==> config.mk <==
export PLATFORM = sky130hd
export DESIGN_NAME = bcd_complementer_seq_flat
export DESIGN_NICKNAME = d
export VERILOG_FILES = /design/src/rtl/bcd_complementer_seq_if.sv /design/src/rtl/bcd_complementer_seq.sv /design/src/flat_wrapper.sv
export SDC_FILE = /design/constraint.sdc
export NUM_CORES = 1
export LEC_CHECK = 0
export BUFFER_PORTS_ARGS = -buffer_cell sky130_fd_sc_hd__buf_2
export CAP_MARGIN = 20
export CORE_MARGIN = 5
export CORE_UTILIZATION = 40
export CTS_CLUSTER_SIZE = 12
export DETAILED_ROUTE_END_ITERATION = 8
export GPL_TIMING_DRIVEN = 0
export PLACE_DENSITY = 0.65
export SKIP_CTS_REPAIR_TIMING = 1
export SLEW_MARGIN = 20
export SYNTH_ARGS = -nofsm -noshare
export SYNTH_HDL_FRONTEND = slang
export SYNTH_SLANG_ARGS = --single-unit
==> constraint.sdc <==
create_clock -name clk -period 2.3 [get_ports clk]
set_input_delay 0.115 -clock clk [delete_from_list [all_inputs] [get_ports clk]]
set_output_delay 0.115 -clock clk [all_outputs]
set_load 0.05 [all_outputs]
==> src/rtl/bcd_complementer_seq_if.sv <==
// Operand/result bundle for the sequential BCD complementer.
// The requester raises start with mode/bcd_in while busy=0; done pulses once when result is valid.
interface bcd_complementer_seq_if #(
    parameter int DIGITS = 4
);
    logic                  start;
    logic [1:0]            mode;
    logic [4*DIGITS-1:0]   bcd_in;
    logic                  busy;
    logic                  done;
    logic [4*DIGITS-1:0]   result;
    logic                  carry_out;
    logic                  invalid;
    logic [1:0]            dbg_state;

    modport master (
        output start, mode, bcd_in,
        input  busy, done, result, carry_out, invalid, dbg_state
    );

    modport slave (
        input  start, mode, bcd_in,
        output busy, done, result, carry_out, invalid, dbg_state
    );
endinterface

==> src/rtl/bcd_complementer_seq.sv <==
// Digit-serial pass / nines' / tens' complementer for packed BCD, LSD first.
// Handshake: start is taken only when busy=0; result/invalid/carry_out are final when done=1.
module bcd_complementer_seq #(
    parameter int DIGITS = 4
) (
    input logic                    clk,
    input logic                    rst_n,
    bcd_complementer_seq_if.slave  bus
);
    localparam int W  = 4 * DIGITS;
    localparam int IW = (DIGITS > 1) ? $clog2(DIGITS) : 1;

    typedef enum logic [1:0] {IDLE = 2'd0, RUN = 2'd1, DONE = 2'd2} state_t;

    state_t         state;
    logic [W-1:0]   operand_q;
    logic [1:0]     mode_q;
    logic [IW-1:0]  idx;
    logic           carry_q;
    logic [W-1:0]   result_q;
    logic           invalid_q;
    logic           carry_out_q;
    logic           done_q;

    logic [3:0]     d;
    logic [3:0]     nine;
    logic [3:0]     s;
    logic [3:0]     out;
    logic           carry_n;
    logic           bad;
    logic           last;

    assign d    = operand_q[4*int'(idx) +: 4];
    assign nine = 4'd9 - d;
    assign s    = nine + {3'b000, carry_q};
    assign bad  = (d > 4'd9);
    assign last = (idx == IW'(DIGITS - 1));

    always_comb begin
        out     = d;
        carry_n = carry_q;
        case (mode_q)
            2'b01: out = nine;
            2'b10: begin
                if (s == 4'd10) begin
                    out     = 4'd0;
                    carry_n = 1'b1;
                end else begin
                    out     = s;
                    carry_n = 1'b0;
                end
            end
            default: out = d;
        endcase
        // Out-of-range digits poison the complement modes but pass through untouched.
        if (bad && (mode_q == 2'b01 || mode_q == 2'b10)) begin
            out     = 4'd0;
            carry_n = 1'b0;
        end
    end

    always_ff @(posedge clk or negedge rst_n) begin
        if (!rst_n) begin
            state       <= IDLE;
            operand_q   <= '0;
            mode_q      <= 2'b00;
            idx         <= '0;
            carry_q     <= 1'b0;
            result_q    <= '0;
            invalid_q   <= 1'b0;
            carry_out_q <= 1'b0;
            done_q      <= 1'b0;
        end else begin
            case (state)
                IDLE: begin
                    done_q <= 1'b0;
                    if (bus.start) begin
                        state       <= RUN;
                        operand_q   <= bus.bcd_in;
                        mode_q      <= bus.mode;
                        idx         <= '0;
                        carry_q     <= (bus.mode == 2'b10);
                        result_q    <= '0;
                        invalid_q   <= 1'b0;
                        carry_out_q <= 1'b0;
                    end
                end
                RUN: begin
                    result_q[4*int'(idx) +: 4] <= out;
                    carry_q <= carry_n;
                    if (bad) invalid_q <= 1'b1;
                    if (last) begin
                        state       <= DONE;
                        done_q      <= 1'b1;
                        carry_out_q <= (mode_q == 2'b10) ? carry_n : 1'b0;
                    end else begin
                        idx <= idx + 1'b1;
                    end
                end
                DONE: begin
                    state  <= IDLE;
                    done_q <= 1'b0;
                end
                default: begin
                    state  <= IDLE;
                    done_q <= 1'b0;
                end
            endcase
        end
    end

    assign bus.busy      = (state != IDLE);
    assign bus.done      = done_q;
    assign bus.result    = result_q;
    assign bus.carry_out = carry_out_q;
    assign bus.invalid   = invalid_q;
    assign bus.dbg_state = state;
endmodule

==> src/flat_wrapper.sv <==
// flat-port wrapper written by rule: the top's interface ports become plain ports
module bcd_complementer_seq_flat 
#(
    parameter int DIGITS = 4
)
  (clk, rst_n, bus_start, bus_mode, bus_bcd_in, bus_busy, bus_done, bus_result, bus_carry_out, bus_invalid, bus_dbg_state);
  bcd_complementer_seq_if #(.DIGITS(DIGITS)) bus_i ();
  input logic clk;
  input logic rst_n;
  input wire logic [$bits(bus_i.start)-1:0] bus_start;
  input wire logic [$bits(bus_i.mode)-1:0] bus_mode;
  input wire logic [$bits(bus_i.bcd_in)-1:0] bus_bcd_in;
  output wire logic [$bits(bus_i.busy)-1:0] bus_busy;
  output wire logic [$bits(bus_i.done)-1:0] bus_done;
  output wire logic [$bits(bus_i.result)-1:0] bus_result;
  output wire logic [$bits(bus_i.carry_out)-1:0] bus_carry_out;
  output wire logic [$bits(bus_i.invalid)-1:0] bus_invalid;
  output wire logic [$bits(bus_i.dbg_state)-1:0] bus_dbg_state;
  assign bus_i.start = bus_start;
  assign bus_i.mode = bus_mode;
  assign bus_i.bcd_in = bus_bcd_in;
  assign bus_busy = bus_i.busy;
  assign bus_done = bus_i.done;
  assign bus_result = bus_i.result;
  assign bus_carry_out = bus_i.carry_out;
  assign bus_invalid = bus_i.invalid;
  assign bus_dbg_state = bus_i.dbg_state;
  bcd_complementer_seq #(.DIGITS(DIGITS)) u_core (.clk(clk), .rst_n(rst_n), .bus(bus_i));
endmodule
==> results.yml, run 1 <==
status:
  run_status: "complete, but fails checks"
  violations: "hold timing, setup timing"
floorplanning:
  ioPinCount: 43
  floorplan.initialDensity_pct: 41.0
  dieArea_sq_um: 6780
  die_w_um: 82.3
  floorplan.core_area_sq_um: 5110
  die_h_um: 82.3
  placementRows: 26
run:
  cap_violations: 0
finish:
  n_antenna_cell: 0
  finish.net_count: 304
  finish.utilization_pct: 52.8
  layout.filler_cells: 476
  area.sequential_sq_um: 1050
  areaGrowthSynthToFinish_pct: 28.9
  multi_input_comb_area_sq_um: 1060
  drive_above_1_share_pct: 31.1
  finish.cell_count_without_fillers: 343
grt:
  global_route_wire_length_before_repair_um: 8170
  globalRouteOverflowTotal: 0
  largest_net_degree_at_the_start_of_global_routing: 43
  number_of_antenna_violations_at_the_first_check_in_global_routing: 0
  vias_in_the_first_global_route: 1771
  groute.usage.overall_pct: 16.0
routing:
  drcViolationCount: 0
  drt_pass1_iterations: 4
  viasPerCell: 4.96
  drt_first_iter_violations: 92
  routed_wirelength_um: 4960
  route.detailed.wl_per_inst_um: 14.5
  num_vias: 1701
  ant_nets: 0
timing:
  minimum_period_implied_by_the_final_worst_setup_slack_ns: 2.51
  slew_viol_final: 0
  fin_hold_ws_ns: -0.0488
  final.setup_skew_ns: 0.00446
  grt_setup_unrepaired: "yes"
  post-route-period-util_pct: 109
  worstMarginPinSlew_ns: 0.926
  setup_violations: 10
  post_route_worst_setup_slack_ns: -0.211
  max_slew_margin_pct: 38.2
  clock.fmax_mhz: 398
  report.final.hold_viol_count: 42
worst_setup_path:
  critical_path_peak_fanout: 7
  worst_ep_required_time_ns: 2.54
  ff2ff_path_depth: 10
  reg_to_reg_start: "u_core.idx[0]$_DFFE_PN0P_"
  data_arrival_time_at_the_worst_slack_endpoint_ns: 2.75
  critPathCaptureType: "flop"
  reg2reg_to: "u_core.bus.result[3]$_DFFE_PN0P_"
  source_of_the_critical_timing_path: "u_core.idx[0]$_DFFE_PN0P_"
  timing.setup.critical_path_class: "flop to flop"
  r2r_setup_slack_ns: -0.21
  start_kind: "flop"
  critical_path_destination: "u_core.bus.result[3]$_DFFE_PN0P_"
clocking:
  cts_tree: "yes"
  numClockSinks: 42
  cts-root-to-sink-buffers: 2
  cts.htree.levels: 2
  clk_transition_reported_paths_ns: 0.08
  root_buffer: "clkbuf_8"
  skew_pair_late_insertion_delay_ns: 0.30
  cts_inserted_buffers: 5
power_and_ir_drop:
  finalPower_mw: 4.51
  power-per-cell-area_nw_per_um2: 1670
  peakVddDrop_mv: 0.647
  combinationalPowerShare_pct: 60.8
  clock_power_share_pct: 13.3
  power_report.internal_total_mw: 2.48
  power.share.sequential_pct: 25.9
  power_leakage_nw: 1.38
  netSwitchingFraction_pct: 44.9
  p_switching_mw: 2.02
synthesis:
  synth_enable_flop_cells: 0
  synth.largest_area_cell: "dfrtp_1"
  netlist_instances: 214
  postSynthRegisterBits: 42
  synth_cell_types: 34
  syn-mean-instance-area_sq_um: 9.78
  syn_nets: 245
  synth_top_flop_cell: "dfrtp_1"
  ys.warnings.count: 0
  synthDominantCellAreaShare_pct: 50.2
  syn-cell-area_sq_um: 2090
  seq_area_frac_synth_pct: 50.2
  synthArstFlopShare_pct: 100
  ys_top_cells_by_area: "dfrtp_1 50%, nand2_1 11%, ha_1 6.0%, mux4_2 5.4%, o21ai_0 3.1%"
place:
  place.detailed.hpwl_um: 3430
  numPlacedInstances: 326
  port_buffers: 42
  pre_cts_slack_ns: -0.336
  gp_routability_congestion: 0.788
worst_hold_path:
  timing.hold.worst.class: "input pin to asynchronous set/reset pin"
layer usage:
| layer | global-route usage, % | routed length [um] | vias up |
|---|---|---|---|
| met2 | 26.4 | 2520 | 41 |
| li1 | - | - | 838 |
| met5 | 0 | 0 | - |
| met1 | 20.3 | 2170 | 812 |
| met3 | 3.15 | 176 | 10 |
| met4 | 7.14 | 95 | 0 |
placed cells by master (no fill, tap or decap), types with 4 or more instances in the layout:
cell type  netlist  layout
o2bb2ai_1        6       4
inv_1           14      11
a22o_1           4       4
clkbuf_8         0       6
nand2_1         64      64
ha_1            10       7
nor2_1           7       6
clkbuf_1         5       5
buf_4            0       8
dfrtp_1         42      42
nand3_1          6       5
o21ai_0         13      11
buf_2            1      43
mux4_2           5       5
a21oi_1          4       4
critical path, cell delays in order, from the launching register on:
cell	delay, ns
dfrtp_1	0.39
buf_6	0.16
mux4_2	0.53
inv_2	0.10
ha_1	0.15
nand2_1	0.07
xnor3_1	0.25
buf_4	0.14
nand3_4	0.08
a221oi_4	0.38
a22o_1	0.20
final cells by class:
class	count	area share (%)
Buffer	8	1.44
Clock buffer	6	3.06
Clock inverter	1	1.11
Inverter	14	1.95
Multi-Input combinational cell	150	39.4
Sequential cell	42	39.0
Tap cell	70	3.25
Timing Repair Buffer	52	10.8
worst min path at each step:
| stage | end | depth (start not counted) |
|---|---|---|
| 5_1_grt | u_core.operand_q[5]$_DFFE_PN0P_ | 3 |
| 3_3_place_gp | u_core.operand_q[15]$_DFFE_PN0P_ | 1 |
| 2_1_floorplan | u_core.bus.carry_out$_DFFE_PN0P_ | 0 |
| 4_1_cts | u_core.operand_q[15]$_DFFE_PN0P_ | 1 |
| 3_5_place_dp | u_core.operand_q[12]$_DFFE_PN0P_ | 1 |
| 6_report | u_core.operand_q[15]$_DFFE_PN0P_ | 1 |
state kept, by name, summed over array words and instances, names as in the netlist:
signal and count:
u_core.bus.done 1, u_core.carry_q 1, u_core.bus.dbg_state 2, u_core.bus.carry_out 1, u_core.bus.invalid 1, u_core.idx 2
u_core.mode_q 2, u_core.bus.result 16, u_core.operand_q 16
per-stage QoR:
stage                     area [sq um]  setup TNS (ns)
after floorplan                   2090               0
after global placement            2390           -2.97
after detailed placement          2390           -3.35
final                             2700           -1.54
after global routing              2700           -2.58
after CTS                         2500           -3.76
kinds of logic (layout without fill, tap and decap cells):
kind of cell    count (synthesis)  count (layout)  synth area share, %
compound gates                 40              40                 13.1
fa+ha+maj                      10              10                 5.98
xor+xnor                        3               3                 1.91
buf+inv                        22              81                 4.37
mux                             6               6                 5.86
flops                          42              42                 50.2
simple gates                   91              91                 18.5
synth_stat cells (2+ instances only):
library cell	number
a211o_1	2
a21o_1	2
a21oi_1	4
a22o_1	4
and2_1	2
clkbuf_1	5
dfrtp_1	42
ha_1	10
inv_1	14
mux4_2	5
nand2_1	64
nand2b_1	2
nand3_1	6
nand3b_1	2
nand4_1	2
nor2_1	7
nor2b_1	3
o21ai_0	13
o21ai_1	3
o2bb2ai_1	6
o31ai_1	2
or2_2	2
power by group through the flow:
stage	Clock (mW)	Sequential (mW)	Combinational [mW]
4_1_cts	0.614	1.17	2.14
5_1_grt	0.645	1.21	2.98
2_1_floorplan	0	1.42	1.36
3_3_place_gp	0	1.17	2.10
6_report	0.600	1.17	2.74
3_5_place_dp	0	1.18	2.12
(Power assumes the default switching activity.)
==> run 2, diff against run 1 <==
Settings changed: PLACE_DENSITY 0.65 to 0.62.
Clock period 2.3 ns to 2.9 ns, I/O delays scaled along.
==> run 2 against run 1 <==
  * Combinational power down 38%
  * Design area shrank 6.9%
  * Highest routed layer unchanged
  * Critical path type unchanged
  * Count of clock-buffer cells in the layout decreased by 1
  * Sequential share of layout area increased by 2.9 points
  * Largest cell class is now registers
  * The flow now finishes without violations
  * Clock skew rose by 0.0025 ns
  * Clock power shrank 24%
  * Critical path depth decreased by 2
  * Cell count shrank 2.3%
  * Global-route usage decreased by 0.61 points
  * First-iteration DRC count fell by 9.8%
==> results.yml, run 2 (synthesized netlist as in run 1, its figures left out) <==
floorplanning:
  die_h_um: 82.3
  dieArea_sq_um: 6780
  ioPinCount: 43
  floorplan.initialDensity_pct: 41.0
  die_w_um: 82.3
  floorplan.core_area_sq_um: 5110
  placementRows: 26
power_and_ir_drop:
  clock_power_share_pct: 14.8
  finalPower_mw: 3.07
  power_report.internal_total_mw: 1.67
  power-per-cell-area_nw_per_um2: 1220
  netSwitchingFraction_pct: 45.7
  power.share.sequential_pct: 29.9
  p_switching_mw: 1.40
  combinationalPowerShare_pct: 55.2
  power_leakage_nw: 1.31
  peakVddDrop_mv: 0.365
timing:
  post-route-period-util_pct: 91.3
  max_slew_margin_pct: 64.7
  final.setup_skew_ns: 0.00701
  fin_hold_ws_ns: 0.0370
  grt_setup_unrepaired: "no"
  worstMarginPinSlew_ns: 0.530
  slew_viol_final: 0
  minimum_period_implied_by_the_final_worst_setup_slack_ns: 2.65
  post_route_worst_setup_slack_ns: 0.252
  clock.fmax_mhz: 378
  setup_violations: 0
  report.final.hold_viol_count: 0
  setup_tns_ns: 0
worst_setup_path:
  critical_path_peak_fanout: 7
  start_kind: "flop"
  ff2ff_path_depth: 8
  critPathCaptureType: "flop"
  reg_to_reg_start: "u_core.idx[0]$_DFFE_PN0P_"
  data_arrival_time_at_the_worst_slack_endpoint_ns: 2.86
  timing.setup.critical_path_class: "flop to flop"
  r2r_setup_slack_ns: 0.25
  worst_ep_required_time_ns: 3.11
  reg2reg_to: "u_core.bus.result[1]$_DFFE_PN0P_"
run:
  cap_violations: 0
routing:
  num_vias: 1639
  drcViolationCount: 0
  routed_wirelength_um: 4640
  viasPerCell: 4.89
  drt_first_iter_violations: 83
  wl_met1_um: 2130
  drt_pass1_iterations: 4
  dr.max_layer_used: "met4"
  wl_met2_um: 2320
  route.detailed.wl_per_inst_um: 13.9
  met3_routed_wirelength_um: 132
  ant_nets: 0
clocking:
  numClockSinks: 42
  skew_pair_late_insertion_delay_ns: 0.29
  root_buffer: "clkbuf_8"
  cts-root-to-sink-buffers: 2
  clk_transition_reported_paths_ns: 0.08
  cts_tree: "yes"
  cts_inserted_buffers: 5
  cts.htree.levels: 2
grt:
  largest_net_degree_at_the_start_of_global_routing: 43
  globalRouteOverflowTotal: 0
  number_of_antenna_violations_at_the_first_check_in_global_routing: 0
  groute.usage.overall_pct: 15.4
  vias_in_the_first_global_route: 1650
  global_route_wire_length_before_repair_um: 7820
finish:
  finish.net_count: 295
  multi_input_comb_area_sq_um: 950
  layout.filler_cells: 519
  layout.cells.most_common_list: "64 x nand2_1, 42 x buf_2, 42 x dfrtp_1, 14 x inv_1, 13 x o21ai_0"
  area.sequential_sq_um: 1050
  final_cell_area_sq_um: 2510
  n_antenna_cell: 0
  mostFrequentLayoutCell: "nand2_1"
  drive_above_1_share_pct: 22.6
  areaGrowthSynthToFinish_pct: 20.0
place:
  port_buffers: 42
  pre_cts_slack_ns: 0.241
  place.detailed.hpwl_um: 3420
  postPlaceCellArea_sq_um: 2390
  gp_routability_congestion: 0.782
worst_hold_path:
  min_delay_worst_endpoint: "u_core.operand_q[14]$_DFFE_PN0P_"
  timing.hold.worst.class: "input pin to flop"
  hold_path_startpoint: "bus_bcd_in[14]"
  whs_path_depth: 3
status:
  run_status: "completed"
run 2: cell count changes in the layout (fill, tap and decap cells not counted), sizes merged:
cell,previous run,this run
clkbuf,11,10
clkinv,0,2
buf,54,45
run 2: power by group through the flow:
| stage | clock, mW | combinational (mW) | sequential [mW] |
|---|---|---|---|
| after floorplan | 0 | 1.09 | 1.12 |
| after global placement | 0 | 1.68 | 0.927 |
| after detailed placement | 0 | 1.70 | 0.934 |
| after CTS | 0.469 | 1.71 | 0.922 |
| after global routing | 0.500 | 1.87 | 0.948 |
| final | 0.456 | 1.70 | 0.919 |
run 2: how the worst max path moves through the flow:
stage          slack (ns)                          endpoint                      start
6_report             0.25  u_core.bus.result[1]$_DFFE_PN0P_  u_core.idx[0]$_DFFE_PN0P_
4_1_cts              0.21  u_core.bus.result[1]$_DFFE_PN0P_  u_core.idx[0]$_DFFE_PN0P_
3_3_place_gp         0.32  u_core.bus.result[1]$_DFFE_PN0P_  u_core.idx[0]$_DFFE_PN0P_
2_1_floorplan        0.55  u_core.bus.result[5]$_DFFE_PN0P_  u_core.idx[0]$_DFFE_PN0P_
5_1_grt              0.13  u_core.bus.result[1]$_DFFE_PN0P_  u_core.idx[0]$_DFFE_PN0P_
3_5_place_dp         0.24  u_core.bus.result[1]$_DFFE_PN0P_  u_core.idx[0]$_DFFE_PN0P_
run 2: critical path, cell delays in order, from the launching register on:
cell       delay, ns
dfrtp_1         0.39
buf_6           0.16
mux4_2          0.55
inv_1           0.11
ha_1            0.19
xnor3_1         0.43
nor2b_1         0.17
a211o_1         0.37
o2bb2ai_1       0.18
run 2: area by class of cell:
| type | instances | area share, % |
|---|---|---|
| clock buffers | 5 | 2.74 |
| plain buffers | 8 | 1.54 |
| clock inverters | 3 | 1.59 |
| inverters | 14 | 2.09 |
| well taps | 70 | 3.49 |
| flip-flops and latches | 42 | 41.9 |
| repair buffers | 43 | 8.87 |
| multi-input cells | 150 | 37.8 |
run 2: per-stage QoR:
stage          util, %  instances
2_1_floorplan        -        214
3_3_place_gp      46.8        326
3_5_place_dp      46.8        326
4_1_cts           48.9        334
5_1_grt           49.2        335
6_report          49.2        335
run 2: metal layers:
layer | GRT usage [%] | vias to the layer above
li1 | - | 824
met2 | 24.8 | 23
met4 | 4.98 | 0
met3 | 2.93 | 6
met5 | 0 | -
met1 | 20.8 | 786
